===== src/rtl/rr_arb_bin.sv =====
// Round-robin arbiter producing a registered binary grant index with valid/ready handshake.
// A rotating priority pointer advances past each accepted grant; the winner search is binary only.
module rr_arb_bin #(
    parameter int unsigned WIDTH = 32
) (
    input  logic                         clk,
    input  logic                         rst,
    input  logic [WIDTH-1:0]             req,
    output logic                         bin_vld,
    input  logic                         bin_rdy,
    output logic [$clog2(WIDTH)-1:0]     bin
);

    localparam int unsigned WIDTH_LOG = $clog2(WIDTH);
    localparam logic [WIDTH_LOG:0] WIDTH_L = (WIDTH_LOG+1)'(WIDTH);

    logic [WIDTH_LOG-1:0] ptr;
    logic [WIDTH_LOG-1:0] ptr_nxt;
    logic [WIDTH_LOG-1:0] winner;
    logic [WIDTH_LOG:0]   bin_inc;
    logic                 hs;
    logic                 load;
    logic                 any_req;

    assign hs      = bin_vld & bin_rdy;
    assign load    = ~bin_vld | hs;
    assign any_req = |req;
    assign bin_inc = {1'b0, bin} + (WIDTH_LOG+1)'(1);

    // Explicit wrap so non-power-of-two widths return to 0 after WIDTH-1.
    always_comb begin
        ptr_nxt = ptr;
        if (hs) begin
            if (bin_inc == WIDTH_L) begin
                ptr_nxt = '0;
            end else begin
                ptr_nxt = bin_inc[WIDTH_LOG-1:0];
            end
        end
    end

    // First set request scanning from ptr_nxt upward, wrapping at WIDTH.
    always_comb begin
        logic               found;
        logic [WIDTH_LOG:0] idx;
        winner = '0;
        found  = 1'b0;
        idx    = '0;
        for (int unsigned i = 0; i < WIDTH; i++) begin
            idx = {1'b0, ptr_nxt} + (WIDTH_LOG+1)'(i);
            if (idx >= WIDTH_L) begin
                idx = idx - WIDTH_L;
            end
            if (!found && req[idx[WIDTH_LOG-1:0]]) begin
                found  = 1'b1;
                winner = idx[WIDTH_LOG-1:0];
            end
        end
    end

    // Offered grant is held until accepted; reset discards any same-cycle handshake.
    always_ff @(posedge clk) begin
        if (rst) begin
            ptr     <= '0;
            bin_vld <= 1'b0;
            bin     <= '0;
        end else begin
            ptr <= ptr_nxt;
            if (load) begin
                bin_vld <= any_req;
                if (any_req) begin
                    bin <= winner;
                end
            end
        end
    end

endmodule


===== config.mk =====
export PLATFORM = sky130hd
export DESIGN_NAME = rr_arb_bin
export DESIGN_NICKNAME = d
export VERILOG_FILES = /design/src/rtl/rr_arb_bin.sv
export SDC_FILE = /design/constraint.sdc
export NUM_CORES = 1
export LEC_CHECK = 0
export CELL_PAD_IN_SITES_DETAIL_PLACEMENT = 0
export CELL_PAD_IN_SITES_GLOBAL_PLACEMENT = 1
export CORE_MARGIN = 3
export CORE_UTILIZATION = 40
export CTS_BUF_LIST = sky130_fd_sc_hd__clkbuf_2
export CTS_CLUSTER_SIZE = 12
export DETAILED_ROUTE_END_ITERATION = 10
export HOLD_SLACK_MARGIN = 0.03
export PLACE_DENSITY = 0.88
export SYNTH_ARGS = -nofsm -noshare
export SYNTH_HDL_FRONTEND = slang
export SYNTH_SLANG_ARGS = --single-unit

===== constraint.sdc =====
create_clock -name clk -period 7.35 [get_ports clk]
set_input_delay 2.205 -clock clk [delete_from_list [all_inputs] [get_ports clk]]
set_output_delay 2.205 -clock clk [all_outputs]
set_load 0.1 [all_outputs]

==> impl_metrics.env, run 1 <==
export IMPL_grt_overflow_total=0
export IMPL_synthSimpleGateAreaFrac_pct=30.4
export IMPL_drive_gt1_share_pct=19.4
export IMPL_finalNetCount=983
export IMPL_rr_startpoint="bin[0]"
export IMPL_worst_slack_ns=0.281
export IMPL_cts_max_path_buffers=2
export IMPL_clk_latency_ns=0.33
export IMPL_cp_slowest_cell="or4_4"
export IMPL_synth_fp_nets=900
export IMPL_p_clk_share_pct=1.3
export IMPL_critPathMaxStageDelay_ns=0.65
export IMPL_setup_viol=0
export IMPL_hold_path_class="register to register"
export IMPL_drtIter0Drc=1233
export IMPL_fin_skew_ns=0.00716
export IMPL_status="finished, final reports clean"
export IMPL_r2r_slack_ns=1.96
export IMPL_finalHoldViolations=0
export IMPL_rows=44
export IMPL_cp_endpoint="bin[3]"
export IMPL_fmax_mhz=141
export IMPL_netlist_top_cell_by_area="mux4_2"
export IMPL_synth_compound_area_share_pct=26.1
export IMPL_hold_depth=2
export IMPL_synth_area_per_cell_um2=7.31
export IMPL_clk_pin_slew_ns=0.14
export IMPL_cts_tree="yes"
export IMPL_critical_path_max_fanout=14
export IMPL_grt_usage_pct=32.3
export IMPL_htree_num_levels=1
export IMPL_swShare_pct=61.2
export IMPL_top_level_ports=41
export IMPL_syn_area_mm2=0.00623
export IMPL_relSlewSlack_pct=35.5
export IMPL_post_route_util_pct=50.0
export IMPL_worstSetupPathType="input pin to register"
export IMPL_globalplace_congestion=1.08
export IMPL_cp_depth=19
export IMPL_period_minus_slack_ns=7.07
export IMPL_vias_per_cell=7.15
export IMPL_worstMarginPinSlew_ns=0.965
export IMPL_synth_edf_count=0
export IMPL_synth_top_family_by_area="simple AND/OR/NAND/NOR gates"
export IMPL_synth_xor_area_share_pct=5.58
export IMPL_grt_pass1_vias=7217
export IMPL_cp_data_required_time_ns=7.55
export IMPL_ys_flop_type="dfxtp_1"
export IMPL_grtUsageMet2_pct=46.8
export IMPL_fp_coreArea_mm2=0.0149
export IMPL_maxSlewViolCount=0
export IMPL_top_usage_layer="met2"
export IMPL_switchingPower_mw=2.15
export IMPL_ant_nets=0
export IMPL_end_kind="register"
export IMPL_use_met3_pct=8.37
export IMPL_power_density_mw_per_mm2=472
export IMPL_cp_cell_sequence="clkdlybuf4s50_1, buf_4, and2_2, a21oi_4, buf_4, ha_1, nor2b_1, nor2_1, xnor2_1, o21ai_1, mux4_2, nand4_1, or4_4, buf_4, o311ai_0, a21oi_1, o211a_1, o21ai_0, a21oi_1"
export IMPL_yosysSeqAreaShare_pct=3.53
export IMPL_port_buffer_count=40
export IMPL_crit_family="compound AO/OA/AOI/OAI gates"
export IMPL_grtUsageMet1_pct=43.8
export IMPL_ys_ff_latch=11
export IMPL_dpl_hpwl_mm=22.5
export IMPL_cap_violations=0
export IMPL_final_cells=1118
export IMPL_antenna_found_initial=0
export IMPL_crit_top_cell="buf_4"
export IMPL_post_route_period_util_pct=96.2
export IMPL_vias=7989
export IMPL_dpl_cell_count=1114
export IMPL_grt_pass1_wl_mm=42.4
export IMPL_yosysUniqueCellTypes=89
export IMPL_postPlaceCellArea_mm2=0.00735
export IMPL_synth_fa_ha_area_share_pct=2.61
export IMPL_clkSinkCount=11
export IMPL_rsz0062_at_grt="false"
export IMPL_dieArea_mm2=0.0171
export IMPL_r2r_cells=18
export IMPL_initial_core_util_pct=41.9
export IMPL_pwr_share_comb_pct=95.8
export IMPL_synthCells=852
export IMPL_synthMuxAreaShare_pct=27.0
export IMPL_netlist_area_leader_share_pct=13.4
export IMPL_die_x_um=131
export IMPL_clock_root_buffer="clkbuf_2"
export IMPL_r2r_end="bin[4]"
export IMPL_finish_instance_area_mm2=0.00743
export IMPL_die_height_um=131
export IMPL_arrival_ns=7.27
export IMPL_postCtsHoldBufs=0
export IMPL_diodes=0
export IMPL_ir_worst_vdd_v=0.000212
export IMPL_preCtsSetupSlack_ns=-0.0288
export IMPL_drt_first_pass_iters=6
export IMPL_p_int_mw=1.36
export IMPL_final_setup_tns_ns=0
export IMPL_grt_start_max_net_pins=27
export IMPL_cts_setup_buffers=0
export IMPL_cts_resized=0
export IMPL_syn_to_final_growth_pct=19.2
export IMPL_holdWs_ns=0.594
export IMPL_cp_startpoint="bin_rdy"
export IMPL_power_total_mw=3.51
export IMPL_critPathBufInv=4
export IMPL_wl_per_cell_um=25.0
export IMPL_ys_async_sr_fraction_pct=0
export IMPL_seq_power_share_pct=2.9
export IMPL_yosysWarnings=0
export IMPL_leakagePower_nw=2.85
export IMPL_wl_mm=28.0
export IMPL_synthTopCellsByArea="mux4_2 13%, mux2i_1 9.8%, nand3_1 6.1%"
export IMPL_critPathLaunchType="input pin"
export IMPL_cts_buffers=3
export IMPL_drc=0
[tightest hold or removal path: stages (launching register included)]
cell      delay, ns
dfxtp_1        0.39
nand3b_1       0.11
o41ai_1        0.07
[layer usage]
metal | up-vias | part of all wire [%]
li1 | 3494 | -
met5 | - | 0
met1 | 3656 | 38
met3 | 166 | 14
met2 | 673 | 41
met4 | 0 | 7.8
[synthesized netlist by cell type, drive strengths merged, types with 5 or more instances]
cell	count
a211o	6
a211oi	14
a21boi	7
a21oi	56
a31oi	10
and2	23
and3	11
buf	18
clkbuf	27
dfxtp	11
ha	13
inv	25
mux2	12
mux2i	61
mux4	41
nand2	97
nand3	76
nand3b	5
nand4	21
nor2	59
nor2b	5
nor3	22
nor4	15
o2111ai	6
o211ai	11
o21ai	72
o221ai	5
o31ai	8
or3	6
xnor2	28
[sequential cells by signal, summed over array words and instances, names as in the netlist]
| register | count |
|---|---|
| bin | 5 |
| ptr | 5 |
| bin_vld | 1 |
[worst min path at each step]
stage | startpoint | to
6_report | bin[4] | bin[4]
5_1_grt | bin[4] | bin[4]
4_1_cts | bin[4] | bin[4]
3_5_place_dp | bin[4] | bin[4]
3_3_place_gp | bin[4] | bin[4]
2_1_floorplan | bin[4] | bin[4]
[final cells by class]
cell class | count | area (um^2)
Clock buffer | 4 | 20.0
Fill cell | 1466 | 7440
Inverter | 25 | 96.3
Multi-Input combinational cell | 771 | 5800
Sequential cell | 11 | 220
Tap cell | 184 | 230
Timing Repair Buffer | 123 | 1060
[cell usage in the layout (no fill, tap or decap), types with 12 or more instances in the layout]
cell type / netlist / layout
nor4_1: 14 / 13
a211oi_1: 14 / 14
nor3_1: 20 / 20
inv_1: 22 / 22
clkdlybuf4s50_1: 0 / 40
nand3_1: 76 / 76
a21oi_1: 54 / 54
buf_4: 1 / 80
and2_1: 22 / 22
nand2_1: 95 / 95
mux2i_1: 61 / 57
mux2_2: 12 / 12
mux4_2: 37 / 37
nand4_1: 21 / 21
xnor2_1: 22 / 20
nor2_1: 57 / 56
o21ai_0: 70 / 70
[power groups by stage]
stage	combinational, mW	clock, mW	sequential, mW
final	3.36	0.0446	0.102
after global routing	3.52	0.0481	0.106
after CTS	3.20	0.0447	0.103
after detailed placement	3.19	0	0.104
after global placement	3.17	0	0.104
after floorplan	2.03	0	0.174
[cells by family after synthesis]
logic type	Yosys count
buffers and inverters	70
and+or+nand+nor	365
DFF	11
AOI/OAI and AO/OA	247
xor gates and xnor gates	32
muxes	114
adders and majority gates	13
(Power assumes the default switching activity.)
==> inputs of run 2 (changes only) <==
CAP_MARGIN = 15   (was not set)
CORE_MARGIN = 8   (was 3)
clock period = 6.3 ns   (was 7.35 ns; I/O delays follow)
==> run 2 against run 1 <==
Global-route usage shrank 2.7 points; worst hold slack got worse by 0.0095 ns; flip-flop and latch count unchanged; clock-buffer cell count did not move; routed wire length increased by 12%; register-to-register slack lost 0.97 ns; largest power group unchanged.
==> impl_metrics.env, run 2 (same netlist as run 1, synthesis figures left out) <==
export IMPL_status="finished, final reports clean"
export IMPL_worstMarginPinSlew_ns=0.972
export IMPL_final_cell_mix="288 x buf_4, 93 x nand2_1, 76 x nand3_1"
export IMPL_grt_pass1_vias=8514
export IMPL_postCtsHoldBufs=0
export IMPL_power_density_mw_per_mm2=551
export IMPL_diodes=0
export IMPL_postPlaceCellArea_mm2=0.00915
export IMPL_clk_pin_slew_ns=0.14
export IMPL_final_common_cell="buf_4"
export IMPL_fillerInstances=1292
export IMPL_cts_max_path_buffers=2
export IMPL_cp_slowest_cell="o211ai_1"
export IMPL_worstSetupPathType="input pin to register"
export IMPL_rows=45
export IMPL_syn_to_final_growth_pct=49.6
export IMPL_die_height_um=141
export IMPL_grt_usage_pct=29.7
export IMPL_fmax_mhz=161
export IMPL_top_regs="bin x5, ptr x5, bin_vld x1"
export IMPL_worst_slack_ns=0.0798
export IMPL_initial_core_util_pct=41.0
export IMPL_drt_first_pass_iters=8
export IMPL_grt_start_max_net_pins=28
export IMPL_wl_mm=31.2
export IMPL_critPathLaunchType="input pin"
export IMPL_cp_data_required_time_ns=6.53
export IMPL_seq_area_um2=220
export IMPL_fp_coreArea_mm2=0.0152
export IMPL_wl_per_cell_um=23.4
export IMPL_clock_root_buffer="clkbuf_2"
export IMPL_cp_cell_sequence="clkbuf_2, and2_2, a21oi_4, buf_4, ha_1, nand2_2, nor3b_2, or2_4, nand2_2, o211ai_1, nand4_1, buf_4, nand2b_1, a311oi_1, a311o_1, nand4_1, a211o_1, a21oi_1, nor2_1, o41ai_1"
export IMPL_period_minus_slack_ns=6.22
export IMPL_post_route_period_util_pct=98.7
export IMPL_critPathMaxStageDelay_ns=0.50
export IMPL_cap_violations=0
export IMPL_end_kind="register"
export IMPL_vias_per_cell=6.70
export IMPL_fin_skew_ns=0.00663
export IMPL_grt_overflow_total=0
export IMPL_r2r_slack_ns=0.99
export IMPL_ant_nets=0
export IMPL_top_level_ports=41
export IMPL_globalplace_congestion=1.17
export IMPL_relSlewSlack_pct=35.0
export IMPL_drive_gt1_share_pct=36.9
export IMPL_die_x_um=141
export IMPL_maxSlewViolCount=0
export IMPL_cts_tree="yes"
export IMPL_clkSinkCount=11
export IMPL_clk_latency_ns=0.33
export IMPL_dpl_hpwl_mm=25.5
export IMPL_multiInputGateArea_mm2=0.00598
export IMPL_hold_path_class="register to register"
export IMPL_ir_worst_vdd_v=0.000362
export IMPL_antenna_found_initial=0
export IMPL_critical_path_max_fanout=13
export IMPL_htree_num_levels=1
export IMPL_finish_instance_area_mm2=0.00932
export IMPL_arrival_ns=6.45
export IMPL_finalNetCount=1199
export IMPL_post_route_util_pct=61.3
export IMPL_drtIter0Drc=1388
export IMPL_finalHoldViolations=0
export IMPL_leakagePower_nw=3.94
export IMPL_rsz0062_at_grt="false"
export IMPL_drc=0
export IMPL_preCtsSetupSlack_ns=-0.748
export IMPL_port_buffer_count=40
export IMPL_dieArea_mm2=0.0198
export IMPL_setup_viol=0
export IMPL_vias=8969
export IMPL_grt_pass1_wl_mm=46.8
export IMPL_cts_buffers=3
run 2: per-layer routing:
metal	wire [um]	part of all wire (%)	GRT usage [%]
met1	11700	37	37.8
met2	13000	42	45.2
met3	4230	14	6.82
met4	2310	7.4	17.0
met5	0	0	0
run 2: layout make-up:
| class | instances | share of cell area [%] |
|---|---|---|
| clock buffers | 4 | 0.215 |
| inverters | 25 | 1.06 |
| multi-input cells | 771 | 64.1 |
| flip-flops and latches | 11 | 2.36 |
| well taps | 188 | 2.52 |
| repair buffers | 339 | 29.7 |
run 2: power breakdown:
group / total [mW] / switching (mW) / internal [mW]
Clock: 0.0515 / 0.0347 / 0.0168
Combinational: 4.96 / 2.71 / 2.25
Sequential: 0.123 / 0.0362 / 0.0873
Total: 5.13 / 2.78 / 2.35
run 2: worst max-delay path: cells and delay by family:
kind	cells	cell delay, ns
AOI/OAI and AO/OA	7	1.96
adders and majority gates	1	0.23
buffers and inverters	3	0.73
and+or+nand+nor	9	1.63
run 2: path summary, 6_finish.rpt:
path / cells after the start / start / end
hold / removal: 2 / bin[4] / bin[4]
setup / recovery: 20 / bin_rdy / bin[4]
hold reg to reg: 2 / bin[4] / bin[4]
setup reg to reg: 19 / bin_vld / bin[4]
run 2: what timing repair did:
item | CTS | global route
pin swaps | 3 | 5
gates resized for setup | 10 | 14
cloned | 0 | 0
setup buffers | 4 | 2
setup endpoints to repair | 5 | 5
run 2: metrics by stage:
stage	hold slack, ns	power, mW	TNS (ns)	std cells
finish	0.584	5.13	0	1338
global route	0.636	5.35	0	1338
CTS	0.583	4.90	0	1336
detailed placement	0.558	4.79	-3.06	1328
global placement	0.550	4.74	-2.58	1328
floorplan	0.981	2.67	-0.00142	852
==> inputs of run 3 (changes only) <==
CELL_PAD_IN_SITES_GLOBAL_PLACEMENT = 2   (was 1)
CORE_UTILIZATION = 33   (was 40)
GPL_ROUTABILITY_DRIVEN = 0   (was not set)
PLACE_DENSITY = 0.91   (was 0.88)
==> run 3 against run 2 <==
Worst hold slack improved by 0.044 ns; first-iteration DRC count decreased by 26%; routed wire length increased by 3.4%; clock skew increased by 0.024 ns.
==> impl_metrics.env, run 3 (same netlist as run 1, synthesis figures left out) <==
export IMPL_relSlewSlack_pct=35.1
export IMPL_finalHoldViolations=0
export IMPL_crit_family="simple AND/OR/NAND/NOR gates"
export IMPL_clkSinkCount=11
export IMPL_top_level_ports=41
export IMPL_clock_root_buffer="clkbuf_2"
export IMPL_antenna_found_initial=0
export IMPL_finish_instance_area_mm2=0.00983
export IMPL_clk_latency_ns=0.32
export IMPL_cts_tree="yes"
export IMPL_holdCritStartpoint="bin[4]"
export IMPL_r2r_slack_ns=1.30
export IMPL_worstMarginPinSlew_ns=0.970
export IMPL_rr_startpoint="bin_vld"
export IMPL_vias=8845
export IMPL_dpl_hpwl_mm=26.4
export IMPL_final_cell_mix="313 x buf_4, 93 x nand2_1, 73 x nand3_1"
export IMPL_drive_gt1_share_pct=40.8
export IMPL_cts_max_path_buffers=2
export IMPL_drt_first_pass_iters=6
export IMPL_cp_startpoint="bin_rdy"
export IMPL_arrival_ns=6.20
export IMPL_leakagePower_nw=4.14
export IMPL_die_x_um=153
export IMPL_diodes=0
export IMPL_grt_pass1_wl_mm=48.6
export IMPL_grt_pass1_vias=8430
export IMPL_hold_path_class="register to register"
export IMPL_cap_violations=0
export IMPL_worst_slack_ns=0.279
export IMPL_port_buffer_count=40
export IMPL_rows=50
export IMPL_critical_path_max_fanout=7
export IMPL_vias_per_cell=6.27
export IMPL_grt_usage_pct=26.2
export IMPL_dieArea_mm2=0.0235
export IMPL_whs_endpoint="bin[4]"
export IMPL_r2r_end="bin[4]"
export IMPL_top_regs="bin x5, ptr x5, bin_vld x1"
export IMPL_fp_coreArea_mm2=0.0186
export IMPL_cp_cell_sequence="dlymetal6s2s_1, buf_6, and3_4, nor2_4, buf_4, ha_4, buf_4, nor3_4, nand3_1, nand4_1, mux2i_2, mux2i_2, nand4_1, or4_4, nor3_4, nand2_4, nor4_4, o21ai_1, a2111oi_2, a21oi_1"
export IMPL_preCtsSetupSlack_ns=-0.503
export IMPL_grt_start_max_net_pins=29
export IMPL_power_density_mw_per_mm2=542
export IMPL_drtIter0Drc=1033
export IMPL_cp_data_required_time_ns=6.48
export IMPL_drc=0
export IMPL_critPathMaxStageDelay_ns=0.66
export IMPL_power_total_mw=5.33
export IMPL_status="finished, final reports clean"
export IMPL_rsz0062_at_grt="false"
export IMPL_critPathBufInv=4
export IMPL_critPathLaunchType="input pin"
export IMPL_cp_slowest_cell="or4_4"
export IMPL_postCtsHoldBufs=0
export IMPL_r2r_cells=23
export IMPL_syn_to_final_growth_pct=57.7
export IMPL_final_common_cell="buf_4"
export IMPL_post_route_period_util_pct=95.6
export IMPL_clk_pin_slew_ns=0.11
export IMPL_cts_buffers=3
export IMPL_ant_nets=0
export IMPL_die_height_um=153
export IMPL_ir_worst_vdd_v=0.000305
export IMPL_htree_num_levels=1
export IMPL_finalNetCount=1225
export IMPL_setup_viol=0
export IMPL_final_cells=1410
export IMPL_dpl_cell_count=1384
export IMPL_wl_per_cell_um=22.9
export IMPL_fmax_mhz=166
export IMPL_postPlaceCellArea_mm2=0.00927
export IMPL_fin_skew_ns=0.0311
export IMPL_worstSetupPathType="input pin to register"
export IMPL_wl_mm=32.3
export IMPL_end_kind="register"
export IMPL_initial_core_util_pct=33.4
export IMPL_grt_overflow_total=0
export IMPL_hold_depth=2
export IMPL_maxSlewViolCount=0
export IMPL_period_minus_slack_ns=6.02
[run 3: cell types whose count changed in the layout (fill, tap and decap cells not counted), sizes merged]
| cell | previous run | this run |
|---|---|---|
| bufbuf | 0 | 1 |
| clkbuf | 5 | 4 |
| dlymetal6s2s | 0 | 1 |
| buf | 299 | 324 |
[run 3: per-layer routing]
layer	part of all wire [%]	GRT usage, %	routed length [um]	vias up
li1	-	-	-	3982
met1	38	32.6	12200	4165
met4	7.1	14.4	2310	0
met2	44	42.1	14200	560
met5	0	0	0	-
met3	11	5.10	3610	138
[run 3: final cells by class]
type                    instances  area [um^2]
repair buffers                365         2980
clock buffers                   4         20.0
fillers                      1778         8810
flip-flops and latches         11          220
well taps                     234          293
multi-input cells             771         6210
inverters                      25          104
[run 3: report_power, final]
| group | internal, mW | total, mW | switching [mW] |
|---|---|---|---|
| Combinational | 2.34 | 5.16 | 2.82 |
| Sequential | 0.0874 | 0.119 | 0.0313 |
| Clock | 0.0168 | 0.0489 | 0.0321 |
[run 3: metrics by stage]
stage               hold WS [ns]  util, %  TNS (ns)
floorplan                  0.981        -  -0.00142
global placement           0.586     49.7     -1.43
detailed placement         0.589     49.7     -2.02
CTS                        0.613     50.6   -0.0138
global route               0.651     52.7         0
finish                     0.629     52.7         0
[run 3: worst register-to-register path: stages (launching register included)]
cell and delay [ns]:
dfxtp_1 0.77, and3b_1 0.33, nor2_4 0.07, inv_4 0.11, ha_4 0.20, buf_12 0.12, buf_4 0.17, nand2_2 0.08
a21boi_2 0.18, nor4_2 0.29, buf_4 0.17, a22oi_1 0.10, o211ai_1 0.18, nand4_1 0.14, buf_4 0.20, buf_4 0.15
nand2b_1 0.17, a311oi_2 0.22, a311o_1 0.17, nand4_1 0.18, a211o_1 0.36, a21oi_2 0.15, nor2_1 0.08, o41ai_2 0.29
[run 3: timing repair]
action,in CTS,in global routing
endpoints found under the setup margin,5,5
gates cloned,1,0
gates resized for setup,16,57
setup buffers,8,13
pin swaps,6,22
[run 3: worst max path at each step]
stage | endpoint | slack [ns] | cells after the start
after floorplan | bin[2] | -0.001 | 22
after global placement | bin[3] | -0.36 | 24
after detailed placement | bin[3] | -0.50 | 24
after CTS | bin[4] | -0.009 | 22
after global routing | bin[3] | 0.18 | 26
final | bin[2] | 0.28 | 20
